$ cat config.mk
export PLATFORM = sky130hd
export DESIGN_NAME = johnson_bcd_deframer
export DESIGN_NICKNAME = d
export VERILOG_FILES = /design/src/rtl/johnson_pkg.sv /design/src/rtl/johnson_digit_dec.sv /design/src/rtl/johnson_bcd_deframer.sv
export SDC_FILE = /design/constraint.sdc
export NUM_CORES = 1
export LEC_CHECK = 0
export CAP_MARGIN = 20
export CORE_UTILIZATION = 50
export DETAILED_ROUTE_END_ITERATION = 10
export DONT_BUFFER_PORTS = 1
export PLACE_DENSITY = 0.69
export SYNTH_ARGS = -nofsm -noshare
export SYNTH_HDL_FRONTEND = slang
export SYNTH_SLANG_ARGS = --single-unit
$ cat constraint.sdc
create_clock -name clk_i -period 3.3 [get_ports clk_i]
set_input_delay 0.66 -clock clk_i [delete_from_list [all_inputs] [get_ports clk_i]]
set_output_delay 0.66 -clock clk_i [all_outputs]
set_load 0.05 [all_outputs]
$ cat src/rtl/johnson_pkg.sv
// johnson_pkg
//   Shared definitions for the 5-bit Johnson digit link: the ten legal
//   code words (bit4 = m1 ... bit0 = m5), the nibble that stands in for
//   an illegal code, and the deframer FSM state type.
package johnson_pkg;

  localparam logic [4:0] JC_0 = 5'b00000;
  localparam logic [4:0] JC_1 = 5'b10000;
  localparam logic [4:0] JC_2 = 5'b11000;
  localparam logic [4:0] JC_3 = 5'b11100;
  localparam logic [4:0] JC_4 = 5'b11110;
  localparam logic [4:0] JC_5 = 5'b11111;
  localparam logic [4:0] JC_6 = 5'b01111;
  localparam logic [4:0] JC_7 = 5'b00111;
  localparam logic [4:0] JC_8 = 5'b00011;
  localparam logic [4:0] JC_9 = 5'b00001;

  localparam logic [3:0] NIB_ILLEGAL = 4'hF;

  typedef enum logic {
    COLLECT = 1'b0,
    HOLD    = 1'b1
  } state_e;

endpackage

$ cat src/rtl/johnson_digit_dec.sv
// johnson_digit_dec
//   Purely combinational decode of one 5-bit Johnson digit to BCD.
//   Ports:
//     code_i     5-bit Johnson code, bit4 = m1 ... bit0 = m5
//     nib_o      decoded BCD digit, NIB_ILLEGAL for any non-table code
//     illegal_o  high when code_i is not one of the ten legal codes
module johnson_digit_dec
  import johnson_pkg::*;
(
  input  logic [4:0] code_i,
  output logic [3:0] nib_o,
  output logic       illegal_o
);

  // Start from "illegal" and only clear it on an exact table match, so
  // the 22 unused codes all fall through to the default.
  always_comb begin
    nib_o     = NIB_ILLEGAL;
    illegal_o = 1'b1;
    case (code_i)
      JC_0: begin nib_o = 4'd0; illegal_o = 1'b0; end
      JC_1: begin nib_o = 4'd1; illegal_o = 1'b0; end
      JC_2: begin nib_o = 4'd2; illegal_o = 1'b0; end
      JC_3: begin nib_o = 4'd3; illegal_o = 1'b0; end
      JC_4: begin nib_o = 4'd4; illegal_o = 1'b0; end
      JC_5: begin nib_o = 4'd5; illegal_o = 1'b0; end
      JC_6: begin nib_o = 4'd6; illegal_o = 1'b0; end
      JC_7: begin nib_o = 4'd7; illegal_o = 1'b0; end
      JC_8: begin nib_o = 4'd8; illegal_o = 1'b0; end
      JC_9: begin nib_o = 4'd9; illegal_o = 1'b0; end
      default: ;
    endcase
  end

endmodule

$ cat src/rtl/johnson_bcd_deframer.sv
// johnson_bcd_deframer
//   Collects NUM_DIG Johnson-coded digits from a valid/ready stream,
//   decodes them to BCD and presents the packed word on a valid/ready
//   output. The first digit received lands in the most significant nibble.
//   Ports:
//     clk_i        rising-edge clock
//     reset        synchronous, active-high reset
//     in_valid_i   in_code_i holds a digit
//     in_ready_o   a digit can be accepted this cycle
//     in_code_i    5-bit Johnson digit
//     out_valid_o  out_word_o/out_err_o hold a complete word
//     out_ready_i  downstream accepts the word
//     out_word_o   packed BCD word, 4*NUM_DIG bits
//     out_err_o    at least one digit of the word was illegal
//     err_clr_i    clear the illegal-digit counter
//     err_cnt_o    saturating count of accepted illegal digits
module johnson_bcd_deframer
  import johnson_pkg::*;
#(
  parameter int NUM_DIG = 4,
  parameter int ERR_W   = 8
) (
  input  logic                 clk_i,
  input  logic                 reset,
  input  logic                 in_valid_i,
  output logic                 in_ready_o,
  input  logic [4:0]           in_code_i,
  output logic                 out_valid_o,
  input  logic                 out_ready_i,
  output logic [4*NUM_DIG-1:0] out_word_o,
  output logic                 out_err_o,
  input  logic                 err_clr_i,
  output logic [ERR_W-1:0]     err_cnt_o
);

  localparam int WORD_W = 4 * NUM_DIG;
  localparam int CNT_W  = $clog2(NUM_DIG + 1);
  localparam logic [CNT_W-1:0] LAST_DIG = CNT_W'(NUM_DIG - 1);
  localparam logic [ERR_W-1:0] ERR_MAX  = '1;

  state_e              state_q, state_d;
  logic [CNT_W-1:0]    digCnt_q, digCnt_d;
  logic [WORD_W-1:0]   word_q, word_d, shiftWord;
  logic                outErr_q, outErr_d;
  logic [ERR_W-1:0]    errCnt_q, errCnt_d;
  logic [3:0]          decNib;
  logic                decIllegal;
  logic                accept;

  johnson_digit_dec uDec (
    .code_i    (in_code_i),
    .nib_o     (decNib),
    .illegal_o (decIllegal)
  );

  // A single-digit word has no older nibbles to keep, so the shift
  // degenerates to a plain load.
  generate
    if (NUM_DIG == 1) begin : gSingle
      assign shiftWord = decNib;
    end else begin : gMulti
      assign shiftWord = {word_q[WORD_W-5:0], decNib};
    end
  endgenerate

  // Ready is held low during reset so nothing is handshaken into a
  // block that is about to be cleared.
  always_comb begin
    in_ready_o = (state_q == COLLECT) && !reset;
    accept     = in_valid_i && in_ready_o;
  end

  // Next-state and datapath: shift digits in while collecting, park the
  // finished word in HOLD until the consumer takes it.
  always_comb begin
    state_d  = state_q;
    digCnt_d = digCnt_q;
    word_d   = word_q;
    outErr_d = outErr_q;
    case (state_q)
      COLLECT: begin
        if (accept) begin
          word_d   = shiftWord;
          // The first digit of a new word restarts the error flag.
          outErr_d = (digCnt_q == '0) ? decIllegal : (outErr_q | decIllegal);
          if (digCnt_q == LAST_DIG) begin
            digCnt_d = '0;
            state_d  = HOLD;
          end else begin
            digCnt_d = digCnt_q + 1'b1;
          end
        end
      end
      HOLD: begin
        if (out_ready_i) begin
          state_d = COLLECT;
        end
      end
      default: state_d = COLLECT;
    endcase
  end

  // Error counter: a clear wins, but an illegal digit arriving in the
  // same cycle is still counted so it is not lost.
  always_comb begin
    errCnt_d = errCnt_q;
    if (err_clr_i) begin
      errCnt_d = (accept && decIllegal) ? ERR_W'(1) : '0;
    end else if (accept && decIllegal && (errCnt_q != ERR_MAX)) begin
      errCnt_d = errCnt_q + 1'b1;
    end
  end

  // FSM state register.
  always_ff @(posedge clk_i) begin
    if (reset) begin
      state_q <= COLLECT;
    end else begin
      state_q <= state_d;
    end
  end

  // Datapath registers; a partially collected word is dropped on reset.
  always_ff @(posedge clk_i) begin
    if (reset) begin
      digCnt_q <= '0;
      word_q   <= '0;
      outErr_q <= 1'b0;
      errCnt_q <= '0;
    end else begin
      digCnt_q <= digCnt_d;
      word_q   <= word_d;
      outErr_q <= outErr_d;
      errCnt_q <= errCnt_d;
    end
  end

  assign out_valid_o = (state_q == HOLD);
  assign out_word_o  = word_q;
  assign out_err_o   = outErr_q;
  assign err_cnt_o   = errCnt_q;

endmodule

# Word-level counts from Yosys, hierarchy flattened

Index checks and enable logic that the tools add are counted.

Register bits: 29
Input port bits: 10
Logic and storage cells: 41

$add $sub $neg: 2
Equality and inequality tests: 11
Mux-type cells: 11
Bitwise gates (word level): 2
Reduce and logical (&&, ||, !) cells: 10

Operator list:

| kind                                                            | count |
|---|---|
| 4-bit one-hot mux with 10 select lines                          | 1 |
| 5-bit == test, second input constant                            | 5 |
| 8-bit two-way mux                                               | 2 |
| 10-bit OR reduction                                             | 1 |
| 8-bit by 1-bit adder with 8-bit output, second input constant   | 1 |
| 8-bit != test, second input constant                            | 1 |
| 1-bit two-way mux                                               | 6 |
| 5-bit by 1-bit == test with 1-bit output, second input constant | 1 |
| 5-bit by 2-bit == test with 1-bit output, second input constant | 1 |
| 5-bit by 3-bit == test with 1-bit output, second input constant | 1 |
| 5-bit by 4-bit == test with 1-bit output, second input constant | 1 |
| 5-bit logical NOT                                               | 1 |
| 1-bit logical AND                                               | 4 |
| 3-bit by 1-bit adder with 3-bit output, second input constant   | 1 |
| 3-bit by 2-bit == test with 1-bit output, second input constant | 1 |
| 3-bit logical NOT                                               | 1 |
| 3-bit two-way mux                                               | 1 |
| 1-bit one-hot mux with 2 select lines                           | 1 |
| 2-bit AND reduction                                             | 1 |
| 2-bit nonzero test                                              | 1 |
| 1-bit logical NOT                                               | 1 |
| 1-bit inverter                                                  | 1 |
| 1-bit OR                                                        | 1 |

# Longest topological paths before layout

Depth in word-level cells: 7
Mapped depth: 6
Gate-level depth less buffers: 6

# By module

A second synthesis with hierarchy kept.

Cells, all modules: 179
Area total of the unflattened synthesis: 1,486.4 um^2

By module, submodules not included:

| module               | times used | cells each | area an instance (um^2) |
|---|---|---|---|
| johnson_bcd_deframer | 1          | 149        | 1,301.2 |
| johnson_digit_dec    | 1          | 30         | 185.2 |

# Least setup slack after synthesis

Ideal clock, no wire load.

Path kind: input -> register
Start: input reset
End: register digCnt_q[0]
Arrival: 2.027 ns
Path slack: 1.208 ns
Stages: 5
Buffers on the path: 0
Cells stage by stage: nor2_1 nand2_1 nor3_1 a21oi_1 nor2_1

Word-level cells in the longest chain between the ends: 4

Ends and longest elaborated chain:

| item                          | line                        | text |
|---|---|---|
| from (decl)                   | johnson_bcd_deframer.sv:24  | `input logic reset,` |
| 1-bit logical NOT             | johnson_bcd_deframer.sv:69  | `in_ready_o = (state_q == COLLECT) && !reset;` |
| 1-bit logical AND             | johnson_bcd_deframer.sv:69  |  |
| 1-bit logical AND             | johnson_bcd_deframer.sv:70  | `accept = in_valid_i && in_ready_o;` |
| 2-bit AND reduction (no line) | n/a                         |  |
| to (signal assigned)          | johnson_bcd_deframer.sv:131 | `digCnt_q <= digCnt_d;` |
| to (decl)                     | johnson_bcd_deframer.sv:42  | `logic [CNT_W-1:0] digCnt_q, digCnt_d;` |

Several ways; a longest one is shown, not always the timed one.
A chain may end at the register's enable or synchronous reset.

# Worst setup path after layout

Start: register state_q, in the netlist out_valid_o
End: output in_ready_o

Word-level cells in the longest chain between the ends: 2

Ends and longest elaborated chain:

| item                     | line                        | text |
|---|---|---|
| from (decl)              | johnson_bcd_deframer.sv:41  | `state_e state_q, state_d;` |
| from (signal assigned)   | johnson_bcd_deframer.sv:119 | `state_q <= state_d;` |
| 1-bit inverter (no line) | n/a                         |  |
| 1-bit logical AND        | johnson_bcd_deframer.sv:69  |  |
| to (decl)                | johnson_bcd_deframer.sv:26  | `output logic in_ready_o,` |

No other way between the ends.

==> metrics.txt <==
# TYPE chip_impl_metric gauge
chip_impl_metric{name="power_per_cell_area",unit="nW/um2"} 503
chip_impl_metric{name="route.final.wire_length",unit="um"} 2770
chip_impl_info{name="top_layer_used",value="met4"} 1
chip_impl_metric{name="post-route-period-util",unit="%"} 62.9
chip_impl_metric{name="std_cell_rows",unit=""} 18
chip_impl_metric{name="gp_congestion",unit=""} 0.774
chip_impl_metric{name="crit_fanout",unit=""} 4
chip_impl_metric{name="dr.first_iter.drc_count",unit=""} 27
chip_impl_metric{name="remaining_drc_errors",unit=""} 0
chip_impl_metric{name="timing_max_transition_violations_final",unit=""} 0
chip_impl_info{name="holdCritStartpoint",value="reset"} 1
chip_impl_metric{name="grt_pass1_wl",unit="um"} 4380
chip_impl_metric{name="number_of_global_route_vias_before_repair",unit=""} 996
chip_impl_metric{name="timing.final.crit_period",unit="ns"} 2.08
chip_impl_metric{name="drv.max_cap_violation_count",unit=""} 0
chip_impl_metric{name="cts_made_buffers",unit=""} 5
chip_impl_metric{name="synthesis.yosys.warnings",unit=""} 0
chip_impl_metric{name="finalSetupViolations",unit=""} 0
chip_impl_metric{name="floorplan.die.width",unit="um"} 54.0
chip_impl_metric{name="worst_ir_drop_vdd",unit="mV"} 0.362
chip_impl_info{name="synth_flop_cell",value="dfxtp_1"} 1
chip_impl_info{name="outcome",value="finished, final reports clean"} 1
chip_impl_metric{name="routed_via_density",unit=""} 5.73
chip_impl_metric{name="number_of_antenna_violations_at_the_first_check_in_global_routing",unit=""} 0
chip_impl_metric{name="fin_worst_hold_slack",unit="ns"} 0.382
chip_impl_metric{name="grt_overflow",unit=""} 0
chip_impl_info{name="tritoncts_clock_tree",value="yes"} 1
chip_impl_metric{name="reg2regPathDepth",unit=""} 6
chip_impl_metric{name="whs_path_depth",unit=""} 1
chip_impl_metric{name="wire_per_inst",unit="um"} 14.4
chip_impl_metric{name="dpl.hpwl",unit="um"} 1940
chip_impl_metric{name="proportion_of_register_bits_with_asynchronous_set_or_reset_after_synthesis",unit="%"} 0
chip_impl_metric{name="synth_seq_area_share",unit="%"} 42.9
chip_impl_metric{name="cts.repair.resized",unit=""} 0
chip_impl_info{name="clock-root-buffer",value="clkbuf_4"} 1
chip_impl_metric{name="postCtsSetupBuffers",unit=""} 0
chip_impl_info{name="regToRegEndpoint",value="err_cnt_o[5]"} 1
chip_impl_info{name="setup_repair_after_global_routing_missed_its_margin",value="no"} 1
chip_impl_metric{name="post_synth_inst_count",unit=""} 159
chip_impl_metric{name="finalHoldViolCount",unit=""} 0
chip_impl_metric{name="place.port_buffers",unit=""} 0
chip_impl_metric{name="fin_util",unit="%"} 57.3
chip_impl_metric{name="design.portCount",unit=""} 37
chip_impl_metric{name="totalNegativeSetupSlack",unit="ns"} 0
chip_impl_metric{name="syn_to_final_growth",unit="%"} 6.84
chip_impl_metric{name="timing.clock.skew",unit="ns"} 0.00758
chip_impl_info{name="crit_path_start_kind",value="register"} 1
chip_impl_metric{name="cts_buffer_depth",unit=""} 2
chip_impl_metric{name="antennaDiodeCount",unit=""} 0
chip_impl_metric{name="chipHeight",unit="um"} 54.0
chip_impl_metric{name="cts.sinks",unit=""} 29
chip_impl_metric{name="largest_net_degree_at_the_start_of_global_routing",unit=""} 30
chip_impl_metric{name="floorplan.die_area",unit="um2"} 2920
chip_impl_metric{name="worst_ep_arrival_time",unit="ns"} 1.42
chip_impl_metric{name="final_antenna_net_count",unit=""} 0
chip_impl_metric{name="max_freq",unit="MHz"} 482
chip_impl_info{name="timing.setup.critical_path_class",value="reg -> out"} 1
chip_impl_metric{name="ys_ff_latch",unit=""} 29
chip_impl_metric{name="reg2reg_setup_slack",unit="ns"} 1.24
chip_impl_metric{name="route.vias.total",unit=""} 1100
chip_impl_info{name="crit_path_end_kind",value="output pin"} 1
chip_impl_metric{name="syn-cell-area",unit="um2"} 1350
chip_impl_metric{name="layout.nets",unit=""} 174
chip_impl_metric{name="synth.lib_cells_used.distinct",unit=""} 35
chip_impl_metric{name="timing.slew.headroom",unit="%"} 55.0
chip_impl_metric{name="global_route.usage.total",unit="%"} 21.9
chip_impl_metric{name="wl_met3",unit="um"} 258
chip_impl_info{name="whs_endpoint",value="digCnt_q[0]"} 1
chip_impl_metric{name="worstSkewPairLatency",unit="ns"} 0.34
chip_impl_metric{name="mean_area_per_synthesized_cell",unit="um2"} 8.51
chip_impl_metric{name="h_tree_depth",unit=""} 2
chip_impl_metric{name="worst_pin_slew",unit="ns"} 0.674
chip_impl_metric{name="synth.net_count",unit=""} 172
chip_impl_info{name="worst_hold_path_type",value="in -> reg"} 1
chip_impl_metric{name="post_cts_hold_buffer_count",unit=""} 0
chip_impl_metric{name="synth-edff-count",unit=""} 0
chip_impl_metric{name="p_leak",unit="nW"} 0.487
chip_impl_metric{name="critical_path_required",unit="ns"} 2.64
chip_impl_metric{name="routed-wl-met2",unit="um"} 1230
chip_impl_metric{name="met1Wirelength",unit="um"} 1260
chip_impl_metric{name="drive_gt1_share",unit="%"} 11.1
chip_impl_metric{name="drt_pass1_iterations",unit=""} 4
chip_impl_metric{name="core_area",unit="um2"} 2520
chip_impl_metric{name="clkTransAtPathRegs",unit="ns"} 0.09
chip_impl_info{name="r2r-start",value="err_cnt_o[0]"} 1
chip_impl_metric{name="initial_utilization",unit="%"} 53.7
-- metal layers --
metal	GRT usage (%)	up-vias
met1	27.0	498
met2	31.3	42
met3	11.9	4
li1	-	556
met5	0	-
met4	9.40	0
-- through the flow --
stage	area [um2]	worst slack, ns	instances	power (mW)
floorplan	1350	1.21	159	0.476
global placement	1380	1.33	184	0.482
detailed placement	1380	1.25	184	0.485
CTS	1450	1.20	192	0.734
global route	1450	1.09	192	0.763
finish	1450	1.22	192	0.728
-- kinds of logic after synthesis --
family                     count (synthesis)  synth area share [%]
and+or+nand+nor                           73                  29.0
AOI/OAI and AO/OA                         35                  15.9
DFF                                       29                  42.9
buffers and inverters                     10                  3.05
xor gates and xnor gates                   5                  3.23
muxes                                      4                  3.14
adders and majority gates                  3                  2.77
-- cell usage in the layout, fill, tap and decap left out, drive strengths merged --
cell / Yosys / final
nand2b: 13 / 13
buf: 1 / 2
mux2: 2 / 2
inv: 3 / 3
nand2: 20 / 20
nand3b: 7 / 7
a21bo: 1 / 1
clkinv: 0 / 1
nor3: 4 / 4
or2: 3 / 3
clkbuf: 6 / 7
ha: 3 / 3
xor2: 1 / 1
or3: 1 / 1
or4: 1 / 1
nor4: 1 / 1
a21oi: 7 / 7
o21ai: 20 / 20
nor3b: 2 / 2
o32ai: 2 / 2
xnor2: 4 / 4
nand3: 3 / 3
a211oi: 1 / 1
dfxtp: 29 / 29
nor2b: 1 / 1
and2: 1 / 1
o221ai: 1 / 1
nand4: 2 / 2
o31ai: 3 / 3
mux2i: 2 / 2
nor2: 13 / 13
or2b: 1 / 1
-- cells in the mapped netlist, types with 3 or more instances --
| master | n | share of area (%) |
|---|---|---|
| dfxtp_1 | 29 | 43 |
| nand2_1 | 20 | 5.5 |
| o21ai_0 | 20 | 7.4 |
| nand2b_1 | 13 | 6.0 |
| nor2_1 | 13 | 3.6 |
| a21oi_1 | 7 | 2.6 |
| nand3b_1 | 7 | 3.9 |
| clkbuf_1 | 6 | 1.7 |
| nor3_1 | 4 | 1.5 |
| xnor2_1 | 4 | 2.6 |
| ha_1 | 3 | 2.8 |
| inv_1 | 3 | 0.83 |
| nand3_1 | 3 | 1.1 |
| o31ai_1 | 3 | 1.7 |
-- worst max-delay path by stage --
stage	startpoint	to	slack, ns	cells after the start
6_report	out_valid_o	in_ready_o	1.22	2
5_1_grt	err_cnt_o[0]	err_cnt_o[5]	1.09	6
4_1_cts	out_valid_o	in_ready_o	1.20	2
3_5_place_dp	err_cnt_o[0]	err_cnt_o[5]	1.25	6
3_3_place_gp	err_cnt_o[0]	err_cnt_o[6]	1.33	6
2_1_floorplan	reset	digCnt_q[0]	1.21	5
-- where the power goes --
group | switching, mW | internal, mW | total [mW]
clock network | 0.129 | 0.123 | 0.252
registers | 0.0587 | 0.365 | 0.423
logic | 0.0288 | 0.0241 | 0.0529
total | 0.216 | 0.512 | 0.728
-- worst max-delay path, stage by stage, from the launching register on --
cell	delay [ns]
dfxtp_1	0.74
nor2_1	0.12
buf_4	0.22
-- area by class of cell --
type	instances	area (um2)
Timing Repair Buffer	2	15.0
Clock buffer	7	65.1
Tap cell	30	37.5
Fill cell	238	1080
Sequential cell	29	581
Multi-Input combinational cell	120	732
Inverter	3	11.3
Clock inverter	1	5.00
-- state kept, by name, summed over array words and instances (netlist names) --
name and cells:
out_valid_o 1, digCnt_q 3, out_err_o 1, err_cnt_o 8
out_word_o 16
Power figures use the tool's default switching activity.
